--- src/rtl/mem_arb_pkg.sv ---
// Shared state encoding and mux select constants for the memory port arbiter.
package mem_arb_pkg;

    typedef enum logic [1:0] {
        S_IDLE  = 2'd0,
        S_FETCH = 2'd1,
        S_DATA  = 2'd2
    } state_t;

    localparam logic SEL_FETCH = 1'b0;
    localparam logic SEL_DATA  = 1'b1;

endpackage

--- src/rtl/arb_sat_counter.sv ---
// Saturating up-counter with synchronous clear; clear has priority over increment.
module arb_sat_counter #(
    parameter int unsigned CNT_W   = 4,
    parameter int unsigned MAX_VAL = 15
) (
    input  logic             clk,
    input  logic             rst,
    input  logic             clr,
    input  logic             inc,
    output logic [CNT_W-1:0] cnt
);

    // Count register: clear, increment, hold once MAX_VAL is reached.
    always_ff @(posedge clk) begin
        if (!rst) begin
            cnt <= '0;
        end else if (clr) begin
            cnt <= '0;
        end else if (inc && (cnt != CNT_W'(MAX_VAL))) begin
            cnt <= cnt + CNT_W'(1);
        end
    end

endmodule

--- src/rtl/mem_port_arbiter.sv ---
// Arbitrates the single memory port between instruction fetch and data access,
// sequences each access and aborts accesses that never see mem_ready.
module mem_port_arbiter
    import mem_arb_pkg::*;
#(
    parameter int unsigned STARVE_LIMIT = 4,
    parameter int unsigned TIMEOUT      = 15,
    parameter int unsigned CNT_W        = 4
) (
    input  logic clk,
    input  logic rst,
    input  logic if_req,
    input  logic d_req,
    input  logic d_we,
    input  logic mem_ready,
    output logic mem_sel,
    output logic mem_en,
    output logic mem_we,
    output logic if_done,
    output logic d_done,
    output logic timeout_err
);

    state_t             state;
    state_t             next_state;
    logic               grant_data;
    logic               grant_fetch;
    logic               access;
    logic               timeout_hit;
    logic               we_q;
    logic [CNT_W-1:0]   starve_cnt;
    logic [CNT_W-1:0]   wait_cnt;

    // Arbitration: data wins unless fetch has been starved STARVE_LIMIT times.
    assign grant_data  = (state == S_IDLE) && d_req &&
                         (!if_req || (starve_cnt < CNT_W'(STARVE_LIMIT)));
    assign grant_fetch = (state == S_IDLE) && !grant_data && if_req;
    assign access      = (state == S_FETCH) || (state == S_DATA);

    // wait_cnt is 0 in the first access cycle, so TIMEOUT-1 marks the TIMEOUT-th cycle.
    assign timeout_hit = access && !mem_ready && (wait_cnt == CNT_W'(TIMEOUT - 1));

    // Consecutive data grants taken while fetch was waiting.
    arb_sat_counter #(
        .CNT_W   (CNT_W),
        .MAX_VAL (STARVE_LIMIT)
    ) u_starve_cnt (
        .clk (clk),
        .rst (rst),
        .clr (grant_fetch),
        .inc (grant_data && if_req),
        .cnt (starve_cnt)
    );

    // Cycles spent in the current access; held at zero while idle.
    arb_sat_counter #(
        .CNT_W   (CNT_W),
        .MAX_VAL (TIMEOUT)
    ) u_wait_cnt (
        .clk (clk),
        .rst (rst),
        .clr (state == S_IDLE),
        .inc (access),
        .cnt (wait_cnt)
    );

    // State register.
    always_ff @(posedge clk) begin
        if (!rst) begin
            state <= S_IDLE;
        end else begin
            state <= next_state;
        end
    end

    // Next-state logic: grant from idle, return to idle on ready or timeout.
    always_comb begin
        next_state = state;
        case (state)
            S_IDLE: begin
                if (grant_data) begin
                    next_state = S_DATA;
                end else if (grant_fetch) begin
                    next_state = S_FETCH;
                end
            end
            S_FETCH, S_DATA: begin
                if (mem_ready || timeout_hit) begin
                    next_state = S_IDLE;
                end
            end
            default: next_state = S_IDLE;
        endcase
    end

    // Output decode; done pulses are suppressed in a reset cycle so an aborted access never completes.
    always_comb begin
        mem_en  = 1'b0;
        mem_we  = 1'b0;
        if_done = 1'b0;
        d_done  = 1'b0;
        case (state)
            S_FETCH: begin
                mem_en  = 1'b1;
                if_done = mem_ready && rst;
            end
            S_DATA: begin
                mem_en  = 1'b1;
                mem_we  = we_q;
                d_done  = mem_ready && rst;
            end
            default: ;
        endcase
    end

    // Grant registers: mux select and write flag are frozen for the whole access.
    always_ff @(posedge clk) begin
        if (!rst) begin
            mem_sel <= SEL_FETCH;
            we_q    <= 1'b0;
        end else if (grant_data) begin
            mem_sel <= SEL_DATA;
            we_q    <= d_we;
        end else if (grant_fetch) begin
            mem_sel <= SEL_FETCH;
            we_q    <= d_we;
        end
    end

    // Sticky timeout flag; ready in the final cycle takes precedence over the abort.
    always_ff @(posedge clk) begin
        if (!rst) begin
            timeout_err <= 1'b0;
        end else if (timeout_hit) begin
            timeout_err <= 1'b1;
        end
    end

endmodule
--- config.mk ---
export PLATFORM = sky130hd
export DESIGN_NAME = mem_port_arbiter
export DESIGN_NICKNAME = d
export VERILOG_FILES = /design/src/rtl/mem_arb_pkg.sv /design/src/rtl/arb_sat_counter.sv /design/src/rtl/mem_port_arbiter.sv
export SDC_FILE = /design/constraint.sdc
export NUM_CORES = 1
export LEC_CHECK = 0
export CORE_MARGIN = 3
export CORE_UTILIZATION = 40
export DETAILED_ROUTE_END_ITERATION = 16
export GPL_TIMING_DRIVEN = 1
export HOLD_SLACK_MARGIN = 0.05
export PLACE_DENSITY = 0.67
export RECOVER_POWER = 25
export SLEW_MARGIN = 25
export SYNTH_ARGS = -nofsm -noshare
export SYNTH_HDL_FRONTEND = slang
export SYNTH_SLANG_ARGS = --single-unit
--- constraint.sdc ---
create_clock -name clk -period 1.7 [get_ports clk]
set_input_delay 0.255 -clock clk [delete_from_list [all_inputs] [get_ports clk]]
set_output_delay 0.255 -clock clk [all_outputs]
set_load 0.01 [all_outputs]
==> Word level (Yosys, flattened, before mapping) <==
Index checks and enable logic that the tools add are counted.
W data, S select, Z words.
{ "op_classes": {"n_mux": 12, "addsub": 2, "magnitude_cmp": 1, "n_reduce_logical": 22, "n_eq_ne": 7, "bitwise": 1} }
{ "ops": {"columns": ["op", "count"], "rows": [
  ["$logic_and A1 B1 Y1", 10],
  ["$add A4 B1 Y4 const B", 2],
  ["$mux W1", 8],
  ["$mux W2", 3],
  ["$reduce_or A2 Y1", 3],
  ["$eq A4 B4 Y1 const B", 1],
  ["$lt A4 B3 Y1 const B", 1],
  ["$ne A4 B3 Y1 const B", 1],
  ["$ne A4 B4 Y1 const B", 1],
  ["$pmux W2 S2", 1],
  ["$logic_not A1 Y1", 3],
  ["$logic_or A1 B1 Y1", 3],
  ["$ne A3 B3 Y1 const B", 1],
  ["$eq A2 B1 Y1 const B", 1],
  ["$eq A2 B2 Y1 const B", 1],
  ["$logic_not A2 Y1", 1],
  ["$ne A2 B1 Y1 const B", 1],
  ["$reduce_and A2 Y1", 1],
  ["$reduce_bool A2 Y1", 1],
  ["$not A1 Y1", 1]
]} }
{ "totals": {"input_bits": 6, "wordCells": 51, "register_bits": 13, "out_inout_bits": 6} }

==> Depth between registers and ports, before layout <==
Gate-level depths: netlist (run 1).
{ "logic_depth": {"depth_word": 9, "mapped_depth": 6} }

==> By module <==
Synthesis (run 1) repeated with hierarchy kept, for this count alone.
{ "unflattened": {"cells_unflattened": 84, "hier_area_um2": 749.5} }
{ "by_module_without_submodules": {"columns": ["mod", "seq_area_each_um2", "cells_each", "n_inst", "area_per_inst_um2"], "rows": [
  ["mem_port_arbiter", 100.1, 37, 1, 336.6],
  ["arb_sat_counter at u_starve_cnt", 80.1, 26, 1, 221.5],
  ["arb_sat_counter at u_wait_cnt", 80.1, 21, 1, 191.4]
]} }

==> Worst setup path before layout (run 1) <==
Ideal clock, no wire load.
{ "synth_timing": {"path_kind": "register to register", "startpoint": "register state[0]", "endpoint": "register state[0]", "path_stages_with_launch": 6, "setup_slack_ns": 0.230, "setup_time_ns": 0.119, "t_arrival_ns": 1.351, "path_buffers": 0, "cell_sequence": "dfxtp_1 > inv_1 > ha_1 > and2b_4 > and2_4 > o221a_1"} }
{ "synth_via": {"elab_chain_cells": 8, "word_cells_on_any_way": 18, "classes_between": "eq/ne: 4; mux: 2; reduce/logical: 12"} }
{ "synth_lines": {"columns": ["item", "line", "text"], "rows": [
  ["start, declared", "mem_port_arbiter.sv:24", "state_t state;"],
  ["start signal, assigned", "mem_port_arbiter.sv:72", "state <= next_state;"],
  ["$logic_not A2 Y1", "mem_port_arbiter.sv:35, mem_port_arbiter.sv:37, mem_port_arbiter.sv:79", null],
  ["$logic_and A1 B1 Y1 (2 in series)", "mem_port_arbiter.sv:35", "assign grant_data = (state == S_IDLE) && d_req &&"],
  ["$logic_not A1 Y1", "mem_port_arbiter.sv:37", "assign grant_fetch = (state == S_IDLE) && !grant_data && if_req;"],
  ["$logic_and A1 B1 Y1 (2 in series)", "mem_port_arbiter.sv:37", null],
  ["$ne A3 B3 Y1 (no source line)", null, null],
  ["$reduce_and A2 Y1 (no source line)", null, null]
]} }
Parallel ways exist; a longest one is shown, timed or not.
A chain may end at the register's enable or synchronous reset.

==> Worst setup path after layout (run 1) <==
{ "layout_timing": {"startpoint": "register state[0]", "endpoint": "output port d_done"} }
{ "layout_via": {"elab_chain_cells": 2} }
{ "layout_lines": {"columns": ["item", "line", "text"], "rows": [
  ["$eq A2 B2 Y1", "mem_port_arbiter.sv:102", "case (state)"],
  ["$mux W1", "mem_port_arbiter.sv:102", null],
  ["end, declared", "mem_port_arbiter.sv:20", "output logic d_done,"]
]} }
No other way between the ends.

==> results.json, run 1 <==
{
  "status": "finished clean",
  "cts_resized": 5,
  "intPower_uw": 498,
  "syn_avg_cell_area_um2": 9.26,
  "cp_max_fo": 3,
  "tightest_slew_ns": 0.328,
  "antenna_found_initial": 0,
  "dp_cells": 113,
  "path_cells": "inv_1 > ha_1 > and3_1 > dlygate4sd2_1",
  "yosys-mux-area-fraction": 0.0139,
  "post-route-min-period_ns": 1.59,
  "whs_path_depth": 2,
  "synth-adder-area-share": 0.121,
  "finalPower_uw": 706,
  "syn_nets": 91,
  "die_h_um": 48.5,
  "wire_per_inst_um": 11.2,
  "critPathArrivalTime_ns": 1.34,
  "ant_nets": 0,
  "switching_power_uw": 208,
  "start_kind": "flip-flop",
  "overflow": 0,
  "drive_gt1_frac": 0.118,
  "regArea_um2": 262,
  "switching_share": 0.295,
  "finalNonFillerCells": 117,
  "multi_input_area_um2": 412,
  "final_core_utilization": 0.552,
  "cp_slowest_stage_delay_ns": 0.35,
  "layout_commonest_cell": "dfxtp_1",
  "boundaryPins": 12,
  "clockPowerShare": 0.278,
  "cts.sink_count": 13,
  "cts.clk_slew.worst_paths_ns": 0.08,
  "slowest_stage": "dfxtp_2",
  "vias": 600,
  "hold_violations": 0,
  "diodes": 0,
  "endpoint_kind": "output pin",
  "clockRootBuffer": "clkbuf_4",
  "placed_area_um2": 861,
  "slew_headroom": 0.782,
  "crit_required_ns": 1.44,
  "final_area_um2": 880,
  "fillers": 154,
  "path_buf_inv": 2,
  "hold_slack_ns": 0.460,
  "startpoint": "state[0]$_SDFFE_PN0P_",
  "grt_pass1_wl_mm": 2.29,
  "cts_max_level": 1,
  "rsz0062_at_grt": "false",
  "drt_iter0_drc": 22,
  "synth_edf_count": 0,
  "yosysWarnings": 0,
  "synthXorXnorAreaFrac": 0,
  "hpwl_mm": 1.00,
  "dieArea_um2": 2350,
  "synth-simple-area-share": 0.215,
  "dieWidth_um": 48.5,
  "fmax_mhz": 628,
  "irDropWorstVdd_mv": 0.411,
  "rr_endpoint": "u_wait_cnt.cnt[2]$_SDFFE_PP0P_",
  "postCtsSetupRepairBufs": 0,
  "synth-async-reset-ratio": 0,
  "drv_cap": 0,
  "path_class": "flip-flop to output pin",
  "clock_skew_ns": 0.00146,
  "leakage_uw": 0.000369,
  "rr_worst_depth": 6,
  "synth_compound_area_frac": 0.220,
  "whs_endpoint": "mem_sel$_SDFFE_PN0P_",
  "synthFlopType": "dfxtp_1",
  "start_util": 0.453,
  "min_from": "mem_sel$_SDFFE_PN0P_",
  "synth_top_family_by_area": "compound AO/OA/AOI/OAI gates",
  "portBuffers": 11,
  "first_pass_iters": 4,
  "period_share": 0.936,
  "insertion_delay_ns": 0.28,
  "grt_pass1_vias": 547,
  "r2r-start": "state[1]$_SDFFE_PN0P_",
  "r2r_slack_ns": 0.15,
  "ctsHoldBuffers": 0,
  "grt_max_degree": 11,
  "combPwrFrac": 0.248,
  "seqPwrFrac": 0.474,
  "cts_buffers": 3,
  "grt_use_total": 0.124,
  "hp-class": "flip-flop to flip-flop",
  "syn-cell-area_um2": 722,
  "powerDensity_nw_per_um2": 802,
  "path_delay_family": "flip-flops",
  "cts_tree": "yes",
  "fp.coreArea_um2": 1590,
  "globalplace.congestion": 0.750,
  "worst-path-stages": 4,
  "syn_inst": 78,
  "final_cell_mix": "dfxtp_1 (12), inv_1 (9), ha_1 (7), clkdlybuf4s50_1 (7), a21oi_1 (6)",
  "setup_viol": 0,
  "finalMaxSlewViolations": 0,
  "ys_ff_latch": 13,
  "wirelength_mm": 1.31,
  "syn_to_final_growth_pct": 21.8,
  "ys_seq_area_frac": 0.360,
  "drc": 0,
  "nets": 107,
  "row_count": 14,
  "ys_types": 32,
  "via_per_inst": 5.13,
  "cts_buffer_depth": 2
}
==> through the flow <==
stage / setup WS [ns] / setup TNS, ns
after global placement: -0.00702 / -0.0137
after global routing: 0.0422 / 0
final: 0.109 / 0
after detailed placement: -0.0171 / -0.0212
after floorplan: 0.230 / 0
after CTS: 0.0936 / 0
==> power by group through the flow <==
| stage | logic [µW] | clock network (µW) | registers, µW |
|---|---|---|---|
| after floorplan | 130 | 0 | 340 |
| after global placement | 185 | 0 | 341 |
| final | 175 | 196 | 334 |
| after global routing | 196 | 217 | 337 |
| after detailed placement | 187 | 0 | 341 |
| after CTS | 182 | 199 | 334 |
==> cell usage after synthesis (2+ instances only) <==
library cell	number	share of area
dfxtp_1	13	0.36
nand2_1	3	0.016
a21boi_0	2	0.021
nor2b_1	2	0.017
ha_1	7	0.12
and3_1	4	0.035
o41ai_1	2	0.024
a21oi_1	6	0.042
nand3_1	4	0.028
nor2_1	3	0.016
inv_1	9	0.047
o21ai_0	3	0.021
==> flip-flops by register name (all words and copies together), names as in the netlist <==
signal            flops
timeout_err           1
mem_sel               1
u_wait_cnt.cnt        4
we_q                  1
state                 2
u_starve_cnt.cnt      4
==> layout make-up <==
class,count,share of cell area
Inverter,9,0.0384
Multi-Input combinational cell,54,0.468
Timing Repair Buffer,13,0.132
Tap cell,24,0.0341
Clock buffer,4,0.0299
Sequential cell,13,0.297
==> worst max-delay path by stage <==
stage	to	slack, ns
after floorplan	state[0]$_SDFFE_PN0P_	0.23
after global placement	d_done	-0.007
final	d_done	0.11
after detailed placement	d_done	-0.02
after CTS	d_done	0.09
after global routing	u_wait_cnt.cnt[3]$_SDFFE_PP0P_	0.04
==> metal layers <==
layer / vias up / part of all wire / GRT usage
met5: - / 0 / 0
met4: 0 / 0.033 / 0.0853
met3: 5 / 0.041 / 0.0184
met2: 14 / 0.41 / 0.179
met1: 266 / 0.52 / 0.168
li1: 315 / - / -
==> cells by family after synthesis <==
| family | Yosys count |
|---|---|
| AND/OR/NAND/NOR | 24 |
| multiplexers | 1 |
| buffers and inverters | 11 |
| adder cells (fa/ha/maj) | 7 |
| flip-flops | 13 |
| AO/OA/AOI/OAI | 22 |
==> tightest hold or removal path, cell delays in order, from the launching register on <==
cell and delay, ns:
dfxtp_1 0.32, inv_1 0.05, a21oi_1 0.05
Note: power is estimated with default switching activity, not from simulation.
==> run 2, diff against run 1 <==
--- a/config.mk
+++ b/config.mk
@@ -5,6 +5,7 @@
 export SDC_FILE = /design/constraint.sdc
 export NUM_CORES = 1
 export LEC_CHECK = 0
+export ABC_AREA = 0
 export CORE_MARGIN = 3
 export CORE_UTILIZATION = 40
 export DETAILED_ROUTE_END_ITERATION = 16
==> results of run 2 <==
Final layout, timing and power as in run 1 (identical DEF).
